### src/rtl/lstm_acc_pkg.sv
// Shared types and AXI constants for the skewed matrix loader.
package lstm_acc_pkg;

  typedef enum logic [2:0] {
    ST_IDLE,
    ST_AR,
    ST_R,
    ST_READY,
    ST_STREAM
  } state_t;

  typedef enum logic {
    MODE_ROW = 1'b0,
    MODE_COL = 1'b1
  } mode_t;

  localparam logic [1:0] AXI_BURST_INCR = 2'b01;
  localparam logic [1:0] AXI_RESP_OKAY  = 2'b00;

endpackage

### src/rtl/axi_skew_matrix_loader_if.sv
// AXI read-address / read-data channel bundle used by the matrix loader.
interface axi_skew_matrix_loader_if #(
  parameter int ADDR_W = 12,
  parameter int AXI_DW = 32
);

  logic [ADDR_W-1:0] araddr;
  logic [7:0]        arlen;
  logic [2:0]        arsize;
  logic [1:0]        arburst;
  logic [3:0]        arcache;
  logic              arlock;
  logic [2:0]        arprot;
  logic              arvalid;
  logic              arready;
  logic [AXI_DW-1:0] rdata;
  logic [1:0]        rresp;
  logic              rvalid;
  logic              rlast;
  logic              rready;

  modport master (
    output araddr, arlen, arsize, arburst, arcache, arlock, arprot, arvalid,
    input  arready,
    input  rdata, rresp, rvalid, rlast,
    output rready
  );

  modport slave (
    input  araddr, arlen, arsize, arburst, arcache, arlock, arprot, arvalid,
    output arready,
    output rdata, rresp, rvalid, rlast,
    input  rready
  );

endinterface

### src/rtl/axi_skew_matrix_loader_skew_mux.sv
// Combinational skew mux: selects one anti-diagonal of the matrix onto N lanes.
module matrix_skew_mux
  import lstm_acc_pkg::*;
#(
  parameter int N      = 8,
  parameter int ELEM_W = 8,
  parameter int BEAT_W = 4
) (
  input  logic [N*N*ELEM_W-1:0] mat_flat,
  input  logic [BEAT_W-1:0]     beat,
  input  mode_t                 mode,
  output logic [N*ELEM_W-1:0]   lanes
);

  // Lane i carries row i (row-skew) or column i (column-skew) of anti-diagonal `beat`
  always_comb begin
    lanes = '0;
    for (int unsigned i = 0; i < N; i++) begin
      if (32'(beat) >= i && (32'(beat) - i) < N) begin
        if (mode == MODE_ROW)
          lanes[i*ELEM_W +: ELEM_W] = mat_flat[(i*N + (32'(beat) - i))*ELEM_W +: ELEM_W];
        else
          lanes[i*ELEM_W +: ELEM_W] = mat_flat[((32'(beat) - i)*N + i)*ELEM_W +: ELEM_W];
      end
    end
  end

endmodule

### src/rtl/axi_skew_matrix_loader.sv
// Loads an N x N matrix over one AXI read burst, then streams it out skewed.
module axi_skew_matrix_loader
  import lstm_acc_pkg::*;
#(
  parameter int N      = 8,
  parameter int ELEM_W = 8,
  parameter int AXI_DW = 32,
  parameter int ADDR_W = 12
) (
  input  logic                    clk,
  input  logic                    rst_n,
  input  logic                    load_start,
  input  logic [ADDR_W-1:0]       cfg_base_addr,
  input  logic                    start,
  input  logic                    mode,
  input  logic                    abort,
  output logic [N*ELEM_W-1:0]     out_data,
  output logic                    out_valid,
  input  logic                    out_ready,
  output logic [$clog2(2*N)-1:0]  out_beat,
  output logic                    out_last,
  output logic                    loaded,
  output logic                    busy,
  output logic                    err,
  axi_skew_matrix_loader_if.master m_axi
);

  localparam int BEAT_W = $clog2(2*N);
  localparam int MAT_W  = N*N*ELEM_W;
  localparam int WORDS  = MAT_W / AXI_DW;
  localparam int EPW    = AXI_DW / ELEM_W;
  localparam logic [BEAT_W-1:0] LAST_BEAT = BEAT_W'(2*N-2);
  localparam logic [8:0]        WORDS_CNT = 9'(WORDS);
  localparam logic [8:0]        LAST_WORD = 9'(WORDS-1);

  if ((MAT_W % AXI_DW) != 0 || WORDS < 1 || WORDS > 256 ||
      (AXI_DW % ELEM_W) != 0 || AXI_DW < 8 || N < 2 || N > 16) begin : g_bad_cfg
    $error("axi_skew_matrix_loader: illegal N/ELEM_W/AXI_DW combination");
  end

  state_t              state_q, state_d;
  mode_t               mode_q, mux_mode;
  logic [ADDR_W-1:0]   addr_q;
  logic [8:0]          word_cnt;
  logic [MAT_W-1:0]    mat;
  logic [BEAT_W-1:0]   mux_beat;
  logic [N*ELEM_W-1:0] lane_next;
  logic                load_go, start_go;
  logic                beat_fire, beat_err;

  // State register
  always_ff @(posedge clk or negedge rst_n) begin
    if (!rst_n) state_q <= ST_IDLE;
    else        state_q <= state_d;
  end

  // Next-state decode; abort has priority in READY and STREAM
  always_comb begin
    state_d  = state_q;
    load_go  = 1'b0;
    start_go = 1'b0;
    unique case (state_q)
      ST_IDLE: begin
        if (load_start) begin
          load_go = 1'b1;
          state_d = ST_AR;
        end
      end
      ST_AR: begin
        if (m_axi.arready) state_d = ST_R;
      end
      ST_R: begin
        if (m_axi.rvalid && m_axi.rlast) state_d = ST_READY;
      end
      ST_READY: begin
        if (abort) begin
          state_d = ST_READY;
        end else if (load_start) begin
          load_go = 1'b1;
          state_d = ST_AR;
        end else if (start && loaded) begin
          start_go = 1'b1;
          state_d  = ST_STREAM;
        end
      end
      ST_STREAM: begin
        if (abort) state_d = ST_READY;
        else if (out_valid && out_ready && out_last) state_d = ST_READY;
      end
      default: state_d = ST_IDLE;
    endcase
  end

  // State-decoded outputs: AXI request channel, rready, busy and the skew mux select
  always_comb begin
    m_axi.araddr  = '0;
    m_axi.arlen   = '0;
    m_axi.arsize  = '0;
    m_axi.arburst = '0;
    m_axi.arcache = '0;
    m_axi.arlock  = 1'b0;
    m_axi.arprot  = '0;
    m_axi.arvalid = 1'b0;
    m_axi.rready  = 1'b0;
    busy          = 1'b0;
    mux_beat      = '0;
    mux_mode      = mode_t'(mode);
    case (state_q)
      ST_AR: begin
        m_axi.araddr  = addr_q;
        m_axi.arlen   = 8'(WORDS-1);
        m_axi.arsize  = 3'($clog2(AXI_DW/8));
        m_axi.arburst = AXI_BURST_INCR;
        m_axi.arvalid = 1'b1;
        busy          = 1'b1;
      end
      ST_R: begin
        m_axi.rready = 1'b1;
        busy         = 1'b1;
      end
      ST_STREAM: begin
        busy     = 1'b1;
        mux_beat = out_beat + 1'b1;
        mux_mode = mode_q;
      end
      default: ;
    endcase
  end

  // Per-beat read decode: accepted beat and any protocol/response error on it
  always_comb begin
    beat_fire = (state_q == ST_R) && m_axi.rvalid;
    beat_err  = (m_axi.rresp != AXI_RESP_OKAY) ||
                (m_axi.rlast != (word_cnt == LAST_WORD));
  end

  // Burst bookkeeping: base address, word counter, sticky error and loaded flag
  always_ff @(posedge clk or negedge rst_n) begin
    if (!rst_n) begin
      addr_q   <= '0;
      word_cnt <= '0;
      err      <= 1'b0;
      loaded   <= 1'b0;
    end else if (load_go) begin
      addr_q   <= cfg_base_addr;
      word_cnt <= '0;
      err      <= 1'b0;
      loaded   <= 1'b0;
    end else if (beat_fire) begin
      if (word_cnt != WORDS_CNT) word_cnt <= word_cnt + 1'b1;
      if (beat_err) err <= 1'b1;
      if (m_axi.rlast) loaded <= !(err || beat_err);
    end
  end

  // Matrix storage, written from each accepted beat; not reset so contents survive rst_n
  always_ff @(posedge clk) begin
    if (beat_fire && word_cnt < WORDS_CNT) begin
      for (int unsigned b = 0; b < EPW; b++)
        mat[(32'(word_cnt)*EPW + b)*ELEM_W +: ELEM_W] <= m_axi.rdata[b*ELEM_W +: ELEM_W];
    end
  end

  matrix_skew_mux #(
    .N      (N),
    .ELEM_W (ELEM_W),
    .BEAT_W (BEAT_W)
  ) u_skew_mux (
    .mat_flat (mat),
    .beat     (mux_beat),
    .mode     (mux_mode),
    .lanes    (lane_next)
  );

  // Registered stream outputs; the mux always presents the beat that loads next
  always_ff @(posedge clk or negedge rst_n) begin
    if (!rst_n) begin
      out_valid <= 1'b0;
      out_last  <= 1'b0;
      out_beat  <= '0;
      out_data  <= '0;
      mode_q    <= MODE_ROW;
    end else if (start_go) begin
      out_valid <= 1'b1;
      out_last  <= 1'b0;
      out_beat  <= '0;
      out_data  <= lane_next;
      mode_q    <= mode_t'(mode);
    end else if (state_q == ST_STREAM) begin
      if (abort) begin
        out_valid <= 1'b0;
        out_last  <= 1'b0;
        out_beat  <= '0;
      end else if (out_valid && out_ready) begin
        if (out_last) begin
          out_valid <= 1'b0;
          out_last  <= 1'b0;
          out_beat  <= '0;
        end else begin
          out_beat <= mux_beat;
          out_last <= (mux_beat == LAST_BEAT);
          out_data <= lane_next;
        end
      end
    end
  end

endmodule

### src/flat_wrapper.sv
// flat-port wrapper written by rule: the top's interface ports become plain ports
module axi_skew_matrix_loader_flat import lstm_acc_pkg::*;
#(
  parameter int N      = 8,
  parameter int ELEM_W = 8,
  parameter int AXI_DW = 32,
  parameter int ADDR_W = 12
)
  (clk, rst_n, load_start, cfg_base_addr, start, mode, abort, out_data, out_valid, out_ready, out_beat, out_last, loaded, busy, err, m_axi_araddr, m_axi_arlen, m_axi_arsize, m_axi_arburst, m_axi_arcache, m_axi_arlock, m_axi_arprot, m_axi_arvalid, m_axi_arready, m_axi_rdata, m_axi_rresp, m_axi_rvalid, m_axi_rlast, m_axi_rready);
  axi_skew_matrix_loader_if #(.ADDR_W(ADDR_W), .AXI_DW(AXI_DW)) m_axi_i ();
  input  logic clk;
  input  logic rst_n;
  input  logic load_start;
  input  logic [ADDR_W-1:0] cfg_base_addr;
  input  logic start;
  input  logic mode;
  input  logic abort;
  output logic [N*ELEM_W-1:0] out_data;
  output logic out_valid;
  input  logic out_ready;
  output logic [$clog2(2*N)-1:0] out_beat;
  output logic out_last;
  output logic loaded;
  output logic busy;
  output logic err;
  output wire logic [$bits(m_axi_i.araddr)-1:0] m_axi_araddr;
  output wire logic [$bits(m_axi_i.arlen)-1:0] m_axi_arlen;
  output wire logic [$bits(m_axi_i.arsize)-1:0] m_axi_arsize;
  output wire logic [$bits(m_axi_i.arburst)-1:0] m_axi_arburst;
  output wire logic [$bits(m_axi_i.arcache)-1:0] m_axi_arcache;
  output wire logic [$bits(m_axi_i.arlock)-1:0] m_axi_arlock;
  output wire logic [$bits(m_axi_i.arprot)-1:0] m_axi_arprot;
  output wire logic [$bits(m_axi_i.arvalid)-1:0] m_axi_arvalid;
  input wire logic [$bits(m_axi_i.arready)-1:0] m_axi_arready;
  input wire logic [$bits(m_axi_i.rdata)-1:0] m_axi_rdata;
  input wire logic [$bits(m_axi_i.rresp)-1:0] m_axi_rresp;
  input wire logic [$bits(m_axi_i.rvalid)-1:0] m_axi_rvalid;
  input wire logic [$bits(m_axi_i.rlast)-1:0] m_axi_rlast;
  output wire logic [$bits(m_axi_i.rready)-1:0] m_axi_rready;
  assign m_axi_araddr = m_axi_i.araddr;
  assign m_axi_arlen = m_axi_i.arlen;
  assign m_axi_arsize = m_axi_i.arsize;
  assign m_axi_arburst = m_axi_i.arburst;
  assign m_axi_arcache = m_axi_i.arcache;
  assign m_axi_arlock = m_axi_i.arlock;
  assign m_axi_arprot = m_axi_i.arprot;
  assign m_axi_arvalid = m_axi_i.arvalid;
  assign m_axi_i.arready = m_axi_arready;
  assign m_axi_i.rdata = m_axi_rdata;
  assign m_axi_i.rresp = m_axi_rresp;
  assign m_axi_i.rvalid = m_axi_rvalid;
  assign m_axi_i.rlast = m_axi_rlast;
  assign m_axi_rready = m_axi_i.rready;
  axi_skew_matrix_loader #(.N(N), .ELEM_W(ELEM_W), .AXI_DW(AXI_DW), .ADDR_W(ADDR_W)) u_core (.clk(clk), .rst_n(rst_n), .load_start(load_start), .cfg_base_addr(cfg_base_addr), .start(start), .mode(mode), .abort(abort), .out_data(out_data), .out_valid(out_valid), .out_ready(out_ready), .out_beat(out_beat), .out_last(out_last), .loaded(loaded), .busy(busy), .err(err), .m_axi(m_axi_i));
endmodule
### config.mk
export PLATFORM = sky130hd
export DESIGN_NAME = axi_skew_matrix_loader_flat
export DESIGN_NICKNAME = d
export VERILOG_FILES = /design/src/rtl/lstm_acc_pkg.sv /design/src/rtl/axi_skew_matrix_loader_if.sv /design/src/rtl/axi_skew_matrix_loader_skew_mux.sv /design/src/rtl/axi_skew_matrix_loader.sv /design/src/flat_wrapper.sv
export SDC_FILE = /design/constraint.sdc
export NUM_CORES = 2
export LEC_CHECK = 0
export CAP_MARGIN = 20
export CORE_AREA = 2 2 289 362
export CTS_CLUSTER_SIZE = 24
export DETAILED_ROUTE_END_ITERATION = 8
export DIE_AREA = 0 0 291 364
export PLACE_DENSITY = 0.67
export SYNTH_ARGS = -nofsm -noshare
export SYNTH_HDL_FRONTEND = slang
export SYNTH_SLANG_ARGS = --single-unit
### constraint.sdc
create_clock -name clk -period 4.5 [get_ports clk]
set_input_delay 0.675 -clock clk [delete_from_list [all_inputs] [get_ports clk]]
set_output_delay 0.675 -clock clk [all_outputs]
set_load 0.02 [all_outputs]
---- Word level (Yosys, flattened, before mapping) ----
Cells that the tools add are included.
word-level totals
  register bits ........................... 609
  latch bits .............................. 0
  RAM bits ................................ 0
  memory bits (read-only) ................. 0
  bits of input ports ..................... 56
  output and inout bits ................... 108
  logic and storage cells ................. 204
  memories ................................ 0
operators by class
  add/sub/neg operators ................... 30
  multipliers ............................. 0
  divide/modulo/power cells ............... 0
  $lt $le $gt $ge ......................... 16
  equal/unequal tests ..................... 15
  shifts and indexed selects .............. 24
  mux-type cells .......................... 74
  bitwise logic cells ..................... 0
  reduce and logical (&&, ||, !) cells .... 34
operators with widths
  kind                                                                      number
  512-bit by 33-bit variable part select with 8-bit output                  14
  512-bit bitwise mux                                                       4
  8-bit by 34-bit variable shift with 512-bit output, first input constant  4
  8-bit by 34-bit variable part select with 512-bit output                  4
  512-bit by 11-bit variable part select with 8-bit output                  1
  512-bit by 8-bit variable part select with 8-bit output                   1
  64-bit 2-to-1 mux                                                         5
  32-bit by 4-bit < comparator with 1-bit output, second input constant     7
  8-bit 2-to-1 mux                                                          16
  6-bit by 29-bit adder with 29-bit output, first input constant            4
  32-bit negation with 34-bit output                                        3
  5-bit by 29-bit adder with 29-bit output, first input constant            2
  8-bit by 4-bit adder with 9-bit output, second input constant             4
  14-bit negation with 34-bit output                                        1
  4-bit by 29-bit adder with 29-bit output, first input constant            1
  4-bit 2-to-1 mux                                                          7
  1-bit 2-to-1 mux                                                          27
  9-bit 2-to-1 mux                                                          3
  11-bit by 2-bit adder with 12-bit output, second input constant           2
  3-bit 2-to-1 mux                                                          8
  4-bit by 3-bit subtractor with 5-bit output, second input constant        4
  8-bit by 3-bit adder with 9-bit output, second input constant             2
  4-bit by 3-bit >= comparator with 1-bit output, second input constant     4
  3-bit case mux with 5 select lines                                        1
  other kinds (35)                                                          64

---- Longest topological paths before layout ----
  depth after elaboration ................. 12
  depth in mapped cells ................... 18

---- By module ----
A second synthesis with hierarchy kept.
unflattened totals
  cells, all modules ...................... 4587
  area, all modules ....................... 50129.3 µm²
by module, submodules not included
  module                  instances  cells each  area an instance (µm²)  seq. area each (µm²)
  matrix_skew_mux         1          2901        26578.0                 0.0
  axi_skew_matrix_loader  1          1686        23551.3                 17802.1

---- Worst setup path before layout ----
OpenSTA, ideal clock, no wires.
  kind .................................... flip-flop to flip-flop
  start ................................... register u_core.word_cnt[0]
  end ..................................... register u_core.mat[0] (enable)
  setup time .............................. 419 ps
  data arrival time ....................... 3893 ps
  data required time ...................... 4081 ps
  setup slack ............................. 188 ps
  stages on the path, launching flop included .. 11
  buffers on the path ..................... 1
  clock period less this slack ............ 4312 ps
  path through ............................ dfrtp_1 -> clkbuf_1 -> inv_1 -> ha_1 -> or3b_2 -> or3_1 -> nor3_1 -> ha_1 -> nor3b_1 -> nand4_1 -> a2111oi_0
between the ends
  cells in the longest elaborated chain, start to end .. 2
RTL lines
  element                                        RTL line                       RTL
  start: declaration                             axi_skew_matrix_loader.sv:44   logic [8:0] word_cnt;
  start signal: assignment                       axi_skew_matrix_loader.sv:150  if (word_cnt != WORDS_CNT) word_cnt <= word_cnt + 1'b1;
  9-bit by 5-bit < comparator with 1-bit output  axi_skew_matrix_loader.sv:158  if (beat_fire && word_cnt < WORDS_CNT) begin
  1-bit logical AND                              axi_skew_matrix_loader.sv:158
  end signal: indexed assignment                 axi_skew_matrix_loader.sv:160  mat[(32'(word_cnt)*EPW + b)*ELEM_W +: ELEM_W] <= m_axi.rdata[b*ELEM_W +: ELEM_W];
  end: declaration                               axi_skew_matrix_loader.sv:45   logic [MAT_W-1:0] mat;
Every way passes these cells.
A chain may end at the register's enable or synchronous reset.

---- Worst setup path after layout ----
  start ................................... register u_core.out_beat[0]
  end ..................................... register u_core.out_data[62]
between the ends
  cells in the longest elaborated chain, start to end .. 12
RTL lines
  element                                                                                             RTL line                                                                                                             RTL
  start: declaration                                                                                  axi_skew_matrix_loader.sv:20                                                                                         output logic [$clog2(2*N)-1:0] out_beat,
  start signal: assignment                                                                            axi_skew_matrix_loader.sv:200                                                                                        out_beat <= mux_beat;
  4-bit by 1-bit adder with 4-bit output *                                                            axi_skew_matrix_loader.sv:123                                                                                        mux_beat = out_beat + 1'b1;
  4-bit 2-to-1 mux *                                                                                  axi_skew_matrix_loader.sv:108                                                                                        case (state_q)
  4-bit by 3-bit subtractor with 5-bit output                                                         axi_skew_matrix_loader_skew_mux.sv:19, axi_skew_matrix_loader_skew_mux.sv:21, axi_skew_matrix_loader_skew_mux.sv:23
  6-bit by 29-bit adder with 29-bit output or 8-bit by 4-bit adder with 9-bit output (tied branches)  axi_skew_matrix_loader_skew_mux.sv:21, axi_skew_matrix_loader_skew_mux.sv:23
  512-bit by 33-bit variable part select with 8-bit output, on equally long branches                  axi_skew_matrix_loader_skew_mux.sv:21, axi_skew_matrix_loader_skew_mux.sv:23
  8-bit 2-to-1 mux                                                                                    axi_skew_matrix_loader_skew_mux.sv:20                                                                                if (mode == MODE_ROW)
  8-bit 2-to-1 mux *                                                                                  axi_skew_matrix_loader_skew_mux.sv:19                                                                                if (32'(beat) >= i && (32'(beat) - i) < N) begin
  64-bit 2-to-1 mux                                                                                   axi_skew_matrix_loader.sv:195                                                                                        if (out_last) begin
  64-bit 2-to-1 mux                                                                                   axi_skew_matrix_loader.sv:194                                                                                        end else if (out_valid && out_ready) begin
  64-bit 2-to-1 mux                                                                                   axi_skew_matrix_loader.sv:190                                                                                        if (abort) begin
  64-bit 2-to-1 mux                                                                                   axi_skew_matrix_loader.sv:189                                                                                        end else if (state_q == ST_STREAM) begin
  64-bit 2-to-1 mux *                                                                                 axi_skew_matrix_loader.sv:183                                                                                        end else if (start_go) begin
  end signal: assignment                                                                              axi_skew_matrix_loader.sv:187                                                                                        out_data <= lane_next;
  end signal: assignment                                                                              axi_skew_matrix_loader.sv:202                                                                                        out_data <= lane_next;
  end: declaration                                                                                    axi_skew_matrix_loader.sv:17                                                                                         output logic [N*ELEM_W-1:0] out_data,
Every way passes the cells marked *; elsewhere a longest branch is shown, timed or not. The select of a mux whose other input is x is not followed.

==> metrics <==
outcome finished, violations left; failing checks hold timing; cells after synthesis 5260; part of the power in registers 36.2%; buffers added on ports 148; asr flop ratio synth 15.9%; initial DRC count 9097; GP Congestion 1.08; Hold Fails Final Rpt 13; DR WL/cell 39.3 um; largest net degree at the start of global routing 132; Mapped Avg Cell Area 8.71 sq um; clk slew on worst S/H paths 70 ps; initial antenna violation count 25; switching share of power 39.0%; Setup crit end u_core.out_data[62]; hold_buf cts 0; first-pass GRT wire length 355 mm; pwr dens 347 nW/um^2; Multi-input gate area 25900 sq um; CTS H-Tree Depth 3; CTS Buf Count 72; DR pass1 iterations 8; CTS Buffer Depth 3; post-synth cell types 95; Hold WS -24.5 ps; Post-DP HPWL 188 mm; area leader, netlist edfxtp_1; ANT nets after route 0; Reg area 17800 sq um; worst reg2reg setup slack 210 ps; CP max FO 30; num ports 164; die width 291 um; share of post-route cells with drive strength above 1 11.2%; DRC viols 0; final max-slew violation count 0; cell internal pwr 0.0111 W; Rows 132; fmax 233 MHz; final setup vio count 0; CTS Sinks 609; Post-Syn Area 45800 sq um; total number of yosys warnings 0; pre-CTS setup slack 320 ps; Setup CP Type register to register; Area Growth Syn to Fin 14.5%; Required @ worst endpoint 5090 ps; final wirelength 265 mm; max-cap viol count 0; final worst slack 207 ps; R2R cell count 11; Final period util 95.4%; Worst-Skew Late Latency 700 ps; number of global-route vias before repair 44000; Max-slew headroom 11.0%; Chip Height 364 um; die area 106000 sq um; Clk network pwr share 33.7%; CTS tree built; Slew @ Worst Pin 1330 ps; largest cells by area after synthesis edfxtp_1, mux2i_1, nand2_1; Sw Pwr 0.00709 W; Max VDD drop 0.497 mV; worst flop-to-flop path startpoint u_core.out_beat[0]; Synth top area share 33.5%; crit path DAT 4880 ps; FF-to-FF End u_core.out_data[62]; final clock skew 26.8 ps; CP startpoint kind register; Post-synth top flop edfxtp_1; nets 5422; post-synthesis sequential area ratio 38.8%; number of enable flip-flop cells after synthesis 512; Core Box Area 103000 sq um; CTS root buf clkbuf_16; grt total ovfl 0; crit path from u_core.out_beat[0]; Total GRT Usage 48.7%; Logic pwr share 30.1%; nature of the critical path endpoint register; routed vias 48400; Initial Utilization 44.5%; Leak Pwr 22.6 nW; Hold Crit Class input port to async pin; FILL cells 9776; FF+latch count, synth 609; vias per cell 7.17; Tmin final 4290 ps
-- power by group through the flow --
stage | combinational [W] | clock, W | sequential, W
floorplan | 0.00235 | 0 | 0.00663
global placement | 0.00504 | 0 | 0.00668
detailed placement | 0.00507 | 0 | 0.00669
CTS | 0.00508 | 0.00607 | 0.00657
global route | 0.00540 | 0.00630 | 0.00660
finish | 0.00547 | 0.00614 | 0.00659
-- cells in the mapped netlist, types with 47 or more instances --
cell type and count:
dfrtp_1 97, buf_2 162, nand2_1 1077, edfxtp_1 512, nand3_1 255, a31oi_1 128, o211ai_1 47, a211oi_1 267
a311oi_1 53, mux2i_1 683, buf_4 61, a31o_2 53, a21oi_1 94, and3_1 223, nor2_1 664, clkbuf_1 206
o21ai_0 66
-- cell usage in the layout (no fill, tap or decap), types with 30 or more instances in the layout --
cell / instances
clkbuf_16: 74
dfrtp_1: 97
buf_12: 56
nand3_1: 253
nor2_1: 645
a31o_2: 53
a31oi_1: 128
buf_4: 258
ha_1: 30
mux2i_1: 683
nand2_1: 1074
mux2_2: 35
a311oi_1: 53
o21ai_0: 64
nand4_1: 30
and3_1: 223
edfxtp_1: 512
and2_1: 42
clkdlybuf4s50_1: 147
o211ai_1: 47
a21oi_1: 91
a211oi_1: 267
-- per-layer routing --
metal  part of all wire, %  vias to the layer above  track usage (%)  wire length, um
li1                      -                    19400                -                -
met1                    34                    23300             57.3            89800
met2                    40                     4458             68.8           106000
met3                    16                     1195             20.2            41400
met4                    11                       20             41.5            28200
met5                 0.052                        -                0              138
-- cell type report --
| class | count | area share, % |
|---|---|---|
| Multi-Input combinational cell | 4165 | 49.4 |
| Sequential cell | 609 | 33.9 |
| Timing Repair Buffer | 464 | 8.70 |
| Clock buffer | 93 | 3.76 |
| Tap cell | 1340 | 3.20 |
| Clock inverter | 39 | 0.720 |
| Inverter | 24 | 0.181 |
| Antenna cell | 14 | 0.0668 |
-- registers in the layout, summed over array words and instances, names as in the netlist --
| signal | cells |
|---|---|
| u_core.out_data | 64 |
| u_core.err | 1 |
| u_core.out_valid | 1 |
| u_core.addr_q | 12 |
| u_core.word_cnt | 9 |
| u_core.out_last | 1 |
| u_core.mode_q | 1 |
| u_core.mat | 512 |
| u_core.out_beat | 4 |
| u_core.state_q | 3 |
| u_core.loaded | 1 |
-- kinds of logic (layout without fill, tap and decap cells) --
| kind of cell | Yosys count | in the layout | share of synthesized area, % |
|---|---|---|---|
| flops | 609 | 609 | 38.8 |
| other cells | 1 | 29 | 0.00818 |
| simple gates | 2419 | 2419 | 23.1 |
| mux | 732 | 732 | 16.4 |
| fa+ha+maj | 30 | 30 | 0.819 |
| compound gates | 945 | 945 | 15.0 |
| xor+xnor | 24 | 24 | 0.475 |
| buf+inv | 500 | 620 | 5.39 |
-- critical path, stage by stage (launching register included) --
cell      delay, ps
dfrtp_1         390
buf_4           200
or4b_1          720
ha_1            550
a211oi_4        260
buf_12          260
buf_4           280
mux2i_1         480
mux2i_1         140
mux2i_1         450
a22oi_1         190
o211ai_1        230
-- worst min-delay path by stage --
stage                                   to  slack (ps)  cells past startpoint
after floorplan           u_core.addr_q[0]         380                      0
after global placement    u_core.addr_q[8]         450                      2
after detailed placement  u_core.addr_q[1]         450                      2
after CTS                 u_core.addr_q[7]          40                      1
after global routing      u_core.addr_q[1]          10                      1
final                     u_core.addr_q[0]         -20                      1
-- stage by stage --
| stage | cells | utilization, % | TNS (ps) | area (sq um) | total power, W |
|---|---|---|---|---|---|
| 3_5_place_dp | 6601 | 48.6 | 0 | 50000 | 0.0118 |
| 4_1_cts | 6733 | 50.9 | 0 | 52400 | 0.0177 |
| 5_1_grt | 6735 | 51.0 | -17.1 | 52400 | 0.0183 |
| 2_1_floorplan | 5274 | - | 0 | 45900 | 0.00899 |
| 3_3_place_gp | 6601 | 48.6 | 0 | 50000 | 0.0117 |
| 6_report | 6748 | 51.0 | 0 | 52500 | 0.0182 |
-- timing repair --
item,4_1_cts,5_1_grt
setup endpoints to repair,0,14
resized for setup,0,5
buffers inserted,0,0
(Power assumes the default switching activity.)
